==> config.mk <==
export PLATFORM = sky130hd
export DESIGN_NAME = simmem_release_arbiter
export DESIGN_NICKNAME = d
export VERILOG_FILES = /design/src/rtl/simmem_release_arbiter.sv
export SDC_FILE = /design/constraint.sdc
export NUM_CORES = 1
export LEC_CHECK = 0
export CAP_MARGIN = 5
export CORE_ASPECT_RATIO = 0.6
export CORE_MARGIN = 4
export CORE_UTILIZATION = 45
export DETAILED_ROUTE_END_ITERATION = 8
export PLACE_DENSITY = 0.81
export SLEW_MARGIN = 10
export SYNTH_ARGS = -nofsm -noshare
export SYNTH_HDL_FRONTEND = slang
export SYNTH_SLANG_ARGS = --single-unit
==> constraint.sdc <==
create_clock -name clk_i -period 7.1 [get_ports clk_i]
set_input_delay 1.42 -clock clk_i [delete_from_list [all_inputs] [get_ports clk_i]]
set_output_delay 1.42 -clock clk_i [all_outputs]
set_load 0.03 [all_outputs]
==> src/rtl/simmem_release_arbiter.sv <==
// simmem_release_arbiter
// Picks one releasable slot per cycle from the delay calculator's release
// enables and presents its IID through a registered valid/ready stage.
// Each accepted release also produces a one-hot confirmation pulse back to
// the delay calculator.
// A slot is granted once while it stays valid. Its grant is dropped when
// the bank frees the slot, so the slot can be presented again later.
// Optional feature macro: SIMMEM_RELEASE_RR_EN
//   defined   -> round-robin selection starting at rr_q
//   undefined -> fixed priority, lowest eligible index wins (no rr_q)
`timescale 1ns/1ps

module simmem_release_arbiter #(
    parameter int Capa = 16,
    parameter int IidW = $clog2(Capa)
) (
    input  logic              clk_i,
    input  logic              rst_i,
    input  logic [Capa-1:0]   release_en_mhot_i,
    input  logic [Capa-1:0]   slot_valid_mhot_i,
    output logic              rel_valid_o,
    output logic [IidW-1:0]   rel_iid_o,
    input  logic              rel_ready_i,
    output logic [Capa-1:0]   released_iid_onehot_o,
    output logic [IidW:0]     pending_cnt_o
);

    // Number of set bits in a slot mask.
    function automatic logic [IidW:0] popcount(input logic [Capa-1:0] vec);
        logic [IidW:0] cnt;
        cnt = '0;
        for (int i = 0; i < Capa; i++) begin
            cnt = cnt + {{IidW{1'b0}}, vec[i]};
        end
        return cnt;
    endfunction

    // Expands an IID into its one-hot slot mask.
    function automatic logic [Capa-1:0] iid_to_onehot(input logic [IidW-1:0] iid);
        logic [Capa-1:0] mask;
        mask = '0;
        for (int i = 0; i < Capa; i++) begin
            if (iid == IidW'(i)) begin
                mask[i] = 1'b1;
            end
        end
        return mask;
    endfunction

`ifdef SIMMEM_RELEASE_RR_EN
    // First eligible index at or after start, wrapping modulo Capa.
    function automatic logic [IidW-1:0] rr_pick(input logic [Capa-1:0] elig,
                                                input logic [IidW-1:0] start);
        logic [IidW-1:0] pick;
        logic            found;
        int              idx;
        pick  = '0;
        found = 1'b0;
        for (int i = 0; i < Capa; i++) begin
            idx = ((int'(start) + i) >= Capa) ? (int'(start) + i - Capa)
                                              : (int'(start) + i);
            if (!found && elig[idx]) begin
                pick  = IidW'(idx);
                found = 1'b1;
            end
        end
        return pick;
    endfunction
`else
    // Lowest eligible index.
    function automatic logic [IidW-1:0] fixed_pick(input logic [Capa-1:0] elig);
        logic [IidW-1:0] pick;
        logic            found;
        pick  = '0;
        found = 1'b0;
        for (int i = 0; i < Capa; i++) begin
            if (!found && elig[i]) begin
                pick  = IidW'(i);
                found = 1'b1;
            end
        end
        return pick;
    endfunction
`endif

    // State registers and their next-state values.
    logic              rel_valid_q;
    logic [IidW-1:0]   rel_iid_q;
    logic [Capa-1:0]   granted_q;
    logic [IidW:0]     pending_q;

    logic              rel_valid_d;
    logic [IidW-1:0]   rel_iid_d;
    logic [Capa-1:0]   granted_d;
    logic [IidW:0]     pending_d;

    logic [Capa-1:0]   eligible;
    logic              any_eligible;
    logic              load;
    logic [IidW-1:0]   winner;
    logic [Capa-1:0]   set_mask;

`ifdef SIMMEM_RELEASE_RR_EN
    logic [IidW-1:0]   rr_q;
    logic [IidW-1:0]   rr_d;
`endif

    assign eligible     = release_en_mhot_i & slot_valid_mhot_i & ~granted_q;
    assign any_eligible = |eligible;
    // The output stage may take a new IID when empty or being drained.
    assign load         = !rel_valid_q || rel_ready_i;

    // Winner selection among eligible slots.
    always_comb begin
        winner = '0;
`ifdef SIMMEM_RELEASE_RR_EN
        winner = rr_pick(eligible, rr_q);
`else
        winner = fixed_pick(eligible);
`endif
    end

    // Next-state for the output stage, grant mask and pending count.
    always_comb begin
        rel_valid_d = rel_valid_q;
        rel_iid_d   = rel_iid_q;
        set_mask    = '0;
`ifdef SIMMEM_RELEASE_RR_EN
        rr_d        = rr_q;
`endif
        if (load && any_eligible) begin
            rel_valid_d = 1'b1;
            rel_iid_d   = winner;
            set_mask    = iid_to_onehot(winner);
`ifdef SIMMEM_RELEASE_RR_EN
            rr_d        = (winner == IidW'(Capa - 1)) ? '0 : (winner + IidW'(1));
`endif
        end else if (load) begin
            rel_valid_d = 1'b0;
        end else begin
            // Back-pressure: hold the presented IID, no new selection.
            rel_valid_d = rel_valid_q;
        end
        // A freed slot loses its grant; a new grant needs slot_valid high,
        // so set and clear never target the same bit.
        granted_d = (granted_q & slot_valid_mhot_i) | set_mask;
        pending_d = popcount(granted_d);
    end

    // Registered state with synchronous active-high reset.
    always_ff @(posedge clk_i) begin
        if (rst_i) begin
            rel_valid_q <= 1'b0;
            rel_iid_q   <= '0;
            granted_q   <= '0;
            pending_q   <= '0;
`ifdef SIMMEM_RELEASE_RR_EN
            rr_q        <= '0;
`endif
        end else begin
            rel_valid_q <= rel_valid_d;
            rel_iid_q   <= rel_iid_d;
            granted_q   <= granted_d;
            pending_q   <= pending_d;
`ifdef SIMMEM_RELEASE_RR_EN
            rr_q        <= rr_d;
`endif
        end
    end

    // Release confirmation pulses only on the accepting handshake cycle.
    always_comb begin
        released_iid_onehot_o = '0;
        if (rel_valid_q && rel_ready_i) begin
            released_iid_onehot_o = iid_to_onehot(rel_iid_q);
        end else begin
            released_iid_onehot_o = '0;
        end
    end

    assign rel_valid_o   = rel_valid_q;
    assign rel_iid_o     = rel_iid_q;
    assign pending_cnt_o = pending_q;

endmodule

==> results of run 1 <==
cell families after synthesis:
family	after synthesis	share of synthesized area, %
adders and majority gates	15	13.86
xor gates and xnor gates	2	0.9243
buffers and inverters	21	4.818
DFF	26	27.46
and+or+nand+nor	112	33.14
AOI/OAI and AO/OA	50	19.80
placed cells by master, fill, tap and decap left out, types with 3 or more instances in the layout:
cell             count
clkdlybuf4s50_1     60
a211oi_1             3
nand3_1              7
o21ai_0              3
ha_1                 5
a21oi_1              4
inv_1               14
nor2_1              26
fa_1                10
dfxtp_1             26
nand3b_1            13
nand2b_1             3
nor3_1               6
clkbuf_8             3
a21boi_1             7
o31ai_1              3
nand2_1             33
o22ai_1             13
and3b_1              3
power groups by stage:
stage | registers (mW) | logic (mW) | clock network (mW)
final | 0.163 | 0.171 | 0.0857
after floorplan | 0.180 | 0.0945 | 0
after detailed placement | 0.166 | 0.171 | 0
after CTS | 0.163 | 0.171 | 0.0878
after global placement | 0.166 | 0.166 | 0
after global routing | 0.164 | 0.189 | 0.0938
metrics by stage:
step / std cells / total power [mW] / worst slack (ns) / instance area [um^2] / hold slack (ns)
floorplan: 226 / 0.2742 / 1.316 / 1896 / 0.4566
finish: 341 / 0.4195 / 0.5326 / 2585 / 0.4977
global placement: 338 / 0.3315 / 0.4299 / 2544 / 0.4787
CTS: 341 / 0.4216 / 0.5346 / 2585 / 0.4964
detailed placement: 338 / 0.3373 / 0.2722 / 2544 / 0.4794
global route: 341 / 0.4465 / 0.2203 / 2585 / 0.5272
critical path, cell delays in order:
cell and delay, ns:
clkdlybuf4s50_1 0.41, and3b_1 0.21, nor2b_2 0.35, nand4b_4 0.21, o32ai_2 0.36, o21ai_2 0.34
o31ai_1 0.43, fa_1 0.49, fa_1 0.47, fa_1 0.54, inv_1 0.05, fa_1 0.44
inv_1 0.07, ha_1 0.17, inv_1 0.07, fa_1 0.42, inv_1 0.08, a21oi_1 0.05
nor3b_1 0.18
worst max-delay path by stage:
stage	cells after the start	end	slack, ns	start
after floorplan	20	pending_cnt_o[3]$_SDFF_PP0_	1.32	slot_valid_mhot_i[4]
after global placement	18	pending_cnt_o[3]$_SDFF_PP0_	0.43	slot_valid_mhot_i[4]
after detailed placement	19	pending_cnt_o[4]$_SDFF_PP0_	0.27	slot_valid_mhot_i[4]
after CTS	19	pending_cnt_o[4]$_SDFF_PP0_	0.53	slot_valid_mhot_i[4]
after global routing	19	pending_cnt_o[4]$_SDFF_PP0_	0.22	slot_valid_mhot_i[4]
final	19	pending_cnt_o[4]$_SDFF_PP0_	0.53	slot_valid_mhot_i[4]
flip-flops by register name, indices dropped and copies added, names as in the netlist:
signal,flops
rel_iid_o,4
granted_q,16
pending_cnt_o,5
rel_valid_o,1
layout make-up:
cell class	count	area, um^2
inverter	14	52.55
fill	326	1265
tap	57	71.32
clock buffer	3	41.29
multi-input combinational	179	1284
timing repair buffer	62	615.6
sequential	26	520.5
per-layer routing:
layer / vias to the layer above / share of wire (%) / track usage [%]
li1: 930 / - / -
met1: 879 / 48 / 31.62
met2: 100 / 40 / 28.66
met3: 8 / 10 / 5.447
met4: 0 / 1.3 / 3.594
met5: - / 0 / 0
==> summary.md, run 1 <==
| Metric | Value |
|---|---|
| Outcome | `finished clean` |
| Critical R2R Launch | `granted_q[4]$_SDFF_PP0_` |
| Area delta synth->final | `36.37%` |
| Synth area leaders | `dfxtp_1, fa_1, nand2_1, nand3b_1, nor2_1` |
| Placement Rows | `17` |
| P_sw | `151.6 uW` |
| Sequential share of the synthesized area | `between 20% and 30%` |
| Crit start category | `input pin` |
| Final Wtd Congestion | `roughly 0.90` |
| Sequential share of power | `38.8%` |
| Post-synth EDFFs | `0` |
| Total global routing overflow | `0` |
| Post-route DRC | `0` |
| CTS tree | `yes` |
| Period minus WS final | `6.567 ns` |
| Hold WC Path Type | `reg -> reg` |
| Total GRT Usage | `20.53%` |
| Unique masters post-synth | `54` |
| Initial antenna violation count | `0` |
| Final Slew Violations | `0` |
| Hold Crit Start | `granted_q[6]$_SDFF_PP0_` |
| IO Pins | `between 60 and 70` |
| Post-CTS setup buffers | `0` |
| Crit share post-route | `92.50%` |
| Max IR drop VDD | `between 0.1 and 0.15 mV` |
| Core Util, Final | `67.14%` |
| Worst Hold Depth | `2` |
| Pwr/cell area | `~160 nW/um^2` |
| Largest net degree at the start of global routing | `26` |
| Reg clk slew, reported paths | `~0.090 ns` |
| Die Y-Extent | `a little under 60 um` |
| Routed WL | `around 5300 um` |
| Switching Share | `36.14%` |
| Number of global-route vias before repair | `approximately 1.8k` |
| Clk pwr share | `about a fifth` |
| First-pass GRT wire length | `8783 um` |
| Tightest Pin Transition | `0.9001 ns` |
| Post-route setup TNS | `0 ns` |
| CP arrival | `between 6 and 7 ns` |
| Final hold viol count | `0` |
| Post-synth top cells | `nand2_1, dfxtp_1, nor2_1, inv_1` |
| CTS Buf Count | `3` |
| Synth area leader | `dfxtp_1` |
| Ys async rst share | `0%` |
| Vias after detailed routing | `between 1.5k and 2k` |
| Layout Skew | `roughly 0.0027 ns` |
| Area of the mapped netlist | `between 1500 and 2000 um^2` |
| Worst slew margin | `39.81%` |
| Router iterations before antenna repair | `5` |
| LEAKAGE | `1.000 nW` |
| DIE AREA | `around 5300 um^2` |
| Initial DRC count | `roughly 160` |
| Worst r2r path cells | `18` |
| CTS Root Cell | `clkbuf_8` |
| Final setup viols | `0` |
| IO buf count | `60` |
| Max frequency | `152.3 MHz` |
| Top-area cell type share of the netlist area | `between 20 and 30%` |
| R2r setup slk | `approximately 1.8 ns` |
| Mapped Cells | `226` |
| Worst skew pair latency | `around 0.27 ns` |
| Syn nets | `approximately 280` |
| Ys Warns | `0` |
| Crit end category | `flip-flop` |
| Hold buffers post-CTS | `0` |
| Hold Path Sink | `granted_q[6]$_SDFF_PP0_` |
| RSZ-0062 raised after global routing | `no` |
| Starting Density | `between 40% and 50%` |
| HPWL after detailed placement | `between 4000 and 5000 um` |
| Seq cells post-synth | `26` |
| Worst setup path category | `in -> reg` |
| Post-CTS resize count | `0` |
| Die W | `roughly 90 um` |
| Layout Nets | `about 340` |
| Max clock buf depth | `2` |
| Critical Path RT | `around 7.3 ns` |
| H-tree depth | `1` |
| Worst-path maximum fanout | `14` |
| ANT nets after route | `0` |
| Comb pwr share | `between 40% and 50%` |
| Core ar. | `3850 um^2` |
| Clock Sink Count | `26` |
| Reg2reg end | `pending_cnt_o[4]$_SDFF_PP0_` |
| Post-Syn Area per Cell | `approximately 8.4 um^2` |
| Ant diodes | `0` |
| Routed wire per std cell | `around 16 um` |
| Fraction of layout cells with a size suffix above 1 | `5.986%` |
| Top_reg_cell synth | `dfxtp_1` |
| MaxCap Viol Count | `0` |
| Most common cell in the netlist | `nand2_1` |
| P_int | `~270 uW` |
| Via density | `5.622` |
(Power assumes the default switching activity.)
==> run 2: changes to the inputs <==
- ABC_AREA: not set -> 0
==> results of run 2 <==
The final DEF is identical to that of run 1; final timing and power are the same.
==> run 3: changes to the inputs <==
--- a/config.mk
+++ b/config.mk
@@ -6,5 +6,5 @@
 export NUM_CORES = 1
 export LEC_CHECK = 0
-export ABC_AREA = 0
+export ABC_AREA = 1
 export CAP_MARGIN = 5
 export CORE_ASPECT_RATIO = 0.6
@@ -13,5 +13,4 @@
 export DETAILED_ROUTE_END_ITERATION = 8
 export PLACE_DENSITY = 0.81
-export SLEW_MARGIN = 10
 export SYNTH_ARGS = -nofsm -noshare
 export SYNTH_HDL_FRONTEND = slang
==> constraint.sdc (replaced) <==
create_clock -name clk_i -period 7.1 [get_ports clk_i]
set_input_delay 1.42 -clock clk_i [delete_from_list [all_inputs] [get_ports clk_i]]
set_output_delay 1.42 -clock clk_i [all_outputs]
set_load 0.05 [all_outputs]
==> summary.md, run 3 <==
| Metric | Value |
|---|---|
| CP arrival | `about 6.5 ns` |
| Max clock buf depth | `2` |
| Layout Skew | `0.007805 ns` |
| Starting Density | `47.04%` |
| Max reg flops | `16` |
| Syn nets | `approximately 330` |
| Area delta synth->final | `36.14%` |
| IO buf count | `60` |
| Switching Share | `37.10%` |
| RSZ-0062 raised after global routing | `no` |
| Router iterations before antenna repair | `4` |
| Seq cells post-synth | `26` |
| Power, Total | `427.3 uW` |
| P_sw | `~160 uW` |
| Post-synth top cells | `nand2_1, nor2_1, inv_1, dfxtp_1, nand3_1` |
| Critical Path RT | `7.31 ns` |
| Crit path largest cell delay | `~0.59 ns` |
| Final setup viols | `0` |
| Commonest non-fill, non-tap cell in the layout | `clkdlybuf4s50_1` |
| Final Slew Violations | `0` |
| Post-CTS setup buffers | `0` |
| Layout Nets | `about 390` |
| Top-area cell type share of the netlist area | `roughly a quarter` |
| Initial DRC count | `roughly 170` |
| Total GRT Usage | `18.91%` |
| IO Pins | `61` |
| Sequential share of the synthesized area | `a little over a quarter` |
| Crit start category | `input pin` |
| Outcome | `finished clean` |
| Worst skew pair latency | `around 0.27 ns` |
| Crit-path cells | `clkdlybuf4s50_1, nand3_2, nand2_2, inv_2, nand2_1, nor2_4, a21oi_4, nand4_1, nand2_1, inv_1, fa_1, inv_1, fa_1, fa_1, inv_1, fa_1, inv_1, ha_1, a21o_1, a21oi_1, o21ai_0, a21oi_1` |
| Post-CTS resize count | `0` |
| Placement Rows | `18` |
| Top_reg_cell synth | `dfxtp_1` |
| Worst slew margin | `34.09%` |
| Commonest cells after routing, fill and taps aside | `clkdlybuf4s50_1, nand2_1, nor2_1, inv_1, dfxtp_1` |
| CTS tree | `yes` |
| DIE AREA | `5483 um^2` |
| Setup ws final | `~0.85 ns` |
| Mapped Cells | `between 200 and 300` |
| Routed wire per std cell | `between 10 and 15 um` |
| Post-Syn Area per Cell | `slightly above 7 um^2` |
| Crit share post-route | `around nine tenths` |
| Number of global-route vias before repair | `1859` |
| Hold buffers post-CTS | `0` |
| Tightest Pin Transition | `between 0.9 and 1 ns` |
| Vias after detailed routing | `1967` |
| P_int | `around 270 uW` |
| Fraction of layout cells with a size suffix above 1 | `14.88%` |
| Reg clk slew, reported paths | `roughly 0.090 ns` |
| Area of the mapped netlist | `around 1900 um^2` |
| Max IR drop VDD | `0.1528 mV` |
| CP max-delay cell | `fa_1` |
| Delay-heaviest family, CP | `adder cells` |
| Worst setup path category | `in -> reg` |
| Core Util, Final | `between 60% and 70%` |
| CTS Buf Count | `3` |
| Hold WC Path Type | `reg -> reg` |
| Final hold viol count | `0` |
| Max frequency | `159.9 MHz` |
| Clk pwr share | `between 20% and 30%` |
| MaxCap Viol Count | `0` |
| Ys async rst share | `0%` |
| Crit end category | `flip-flop` |
| First-pass GRT wire length | `roughly 8300 um` |
| Sequential share of power | `between 30 and 40%` |
| ANT nets after route | `0` |
| Most flop-heavy register | `granted_q` |
| Post-route DRC | `0` |
| Post-synth EDFFs | `0` |
| Crit path depth | `22` |
| Crit path buf inv count | `6` |
| H-tree depth | `1` |
| Worst r2r path cells | `22` |
| Pwr/cell area | `around 160 nW/um^2` |
| Synth area leaders | `dfxtp_1, fa_1, nand2_1, nor2_1, inv_1` |
| Period minus WS final | `6.253 ns` |
| Worst Hold Depth | `2` |
| Die W | `about 93 um` |
| Via density | `between 4 and 5` |
| Synth area leader | `dfxtp_1` |
| HPWL after detailed placement | `approximately 4200 um` |
| Worst-path maximum fanout | `20` |
| Largest net degree at the start of global routing | `24` |
| Worst slack, placed | `roughly 0.6 ns` |
| Die Y-Extent | `58.98 um` |
| LEAKAGE | `roughly 1.2 nW` |
| Routed WL | `between 5000 and 6000 um` |
| Most common cell in the netlist | `nand2_1` |
| Post-route setup TNS | `0 ns` |
| CTS Root Cell | `clkbuf_8` |
| Ys Warns | `0` |
| Initial antenna violation count | `0` |
| Clock Sink Count | `26` |
| Ant diodes | `0` |
| Final Wtd Congestion | `just over 0.9` |
| Core ar. | `between 4000 and 5000 um^2` |
| Total global routing overflow | `0` |
| Unique masters post-synth | `32` |
| Comb pwr share | `about two fifths` |
-- run 3: changes by cell type in the layout (fill, tap and decap cells not counted), sizes merged, moves of 10 or more --
cell	change
nand3b	-11
nor2	+28
nand2	+27
o22ai	-13
a21oi	+10
inv	+35
nand3	+17
-- run 3: worst min-delay path, delay by kind of cell, from the launching register on --
family	cells	cell delay [ns]
AND/OR/NAND/NOR	1	0.08
flip-flops	1	0.32
AO/OA/AOI/OAI	1	0.06
-- run 3: per-stage QoR --
stage               cell area, um^2  hold WS [ns]  cells
floorplan                      1949        0.4602    276
global placement               2599        0.4822    392
detailed placement             2599        0.4872    392
CTS                            2654        0.5015    396
global route                   2654        0.5237    396
finish                         2654        0.4993    396
-- run 3: cell type report --
type / instances / area [um^2]
timing repair buffer: 60 / 600.6
inverter: 49 / 186.4
fill: 384 / 1490
clock buffer: 4 / 55.05
multi-input combinational: 197 / 1216
sequential: 26 / 520.5
tap: 60 / 75.07
-- run 3: worst paths after layout --
path | start | to | slack (ns)
worst max-delay path | slot_valid_mhot_i[4] | pending_cnt_o[3]$_SDFF_PP0_ | 0.85
worst min-delay path | granted_q[7]$_SDFF_PP0_ | granted_q[7]$_SDFF_PP0_ | 0.50
worst max register to register | granted_q[4]$_SDFF_PP0_ | pending_cnt_o[3]$_SDFF_PP0_ | 2.16
worst min register to register | granted_q[7]$_SDFF_PP0_ | granted_q[7]$_SDFF_PP0_ | 0.50
-- run 3: kinds of logic (layout without fill, tap and decap cells) --
kind of cell	count (synthesis)	count (layout)	synth area share, %
adders and majority gates	15	15	13.48
buffers and inverters	53	113	10.91
DFF	26	26	26.70
AOI/OAI and AO/OA	29	29	10.98
and+or+nand+nor	153	153	37.93
-- run 3: routing by layer --
layer	global-route usage, %	part of all wire [%]	vias up
li1	-	-	994
met1	26.61	48	898
met2	29.07	43	67
met3	4.949	7.6	8
met4	5.010	1.3	0
met5	0	0	-
-- run 3: power by group through the flow --
stage	sequential [mW]	combinational [mW]	clock, mW
floorplan	0.188	0.0869	0
global route	0.163	0.187	0.105
finish	0.161	0.169	0.0967
CTS	0.161	0.170	0.100
detailed placement	0.164	0.168	0
global placement	0.165	0.164	0
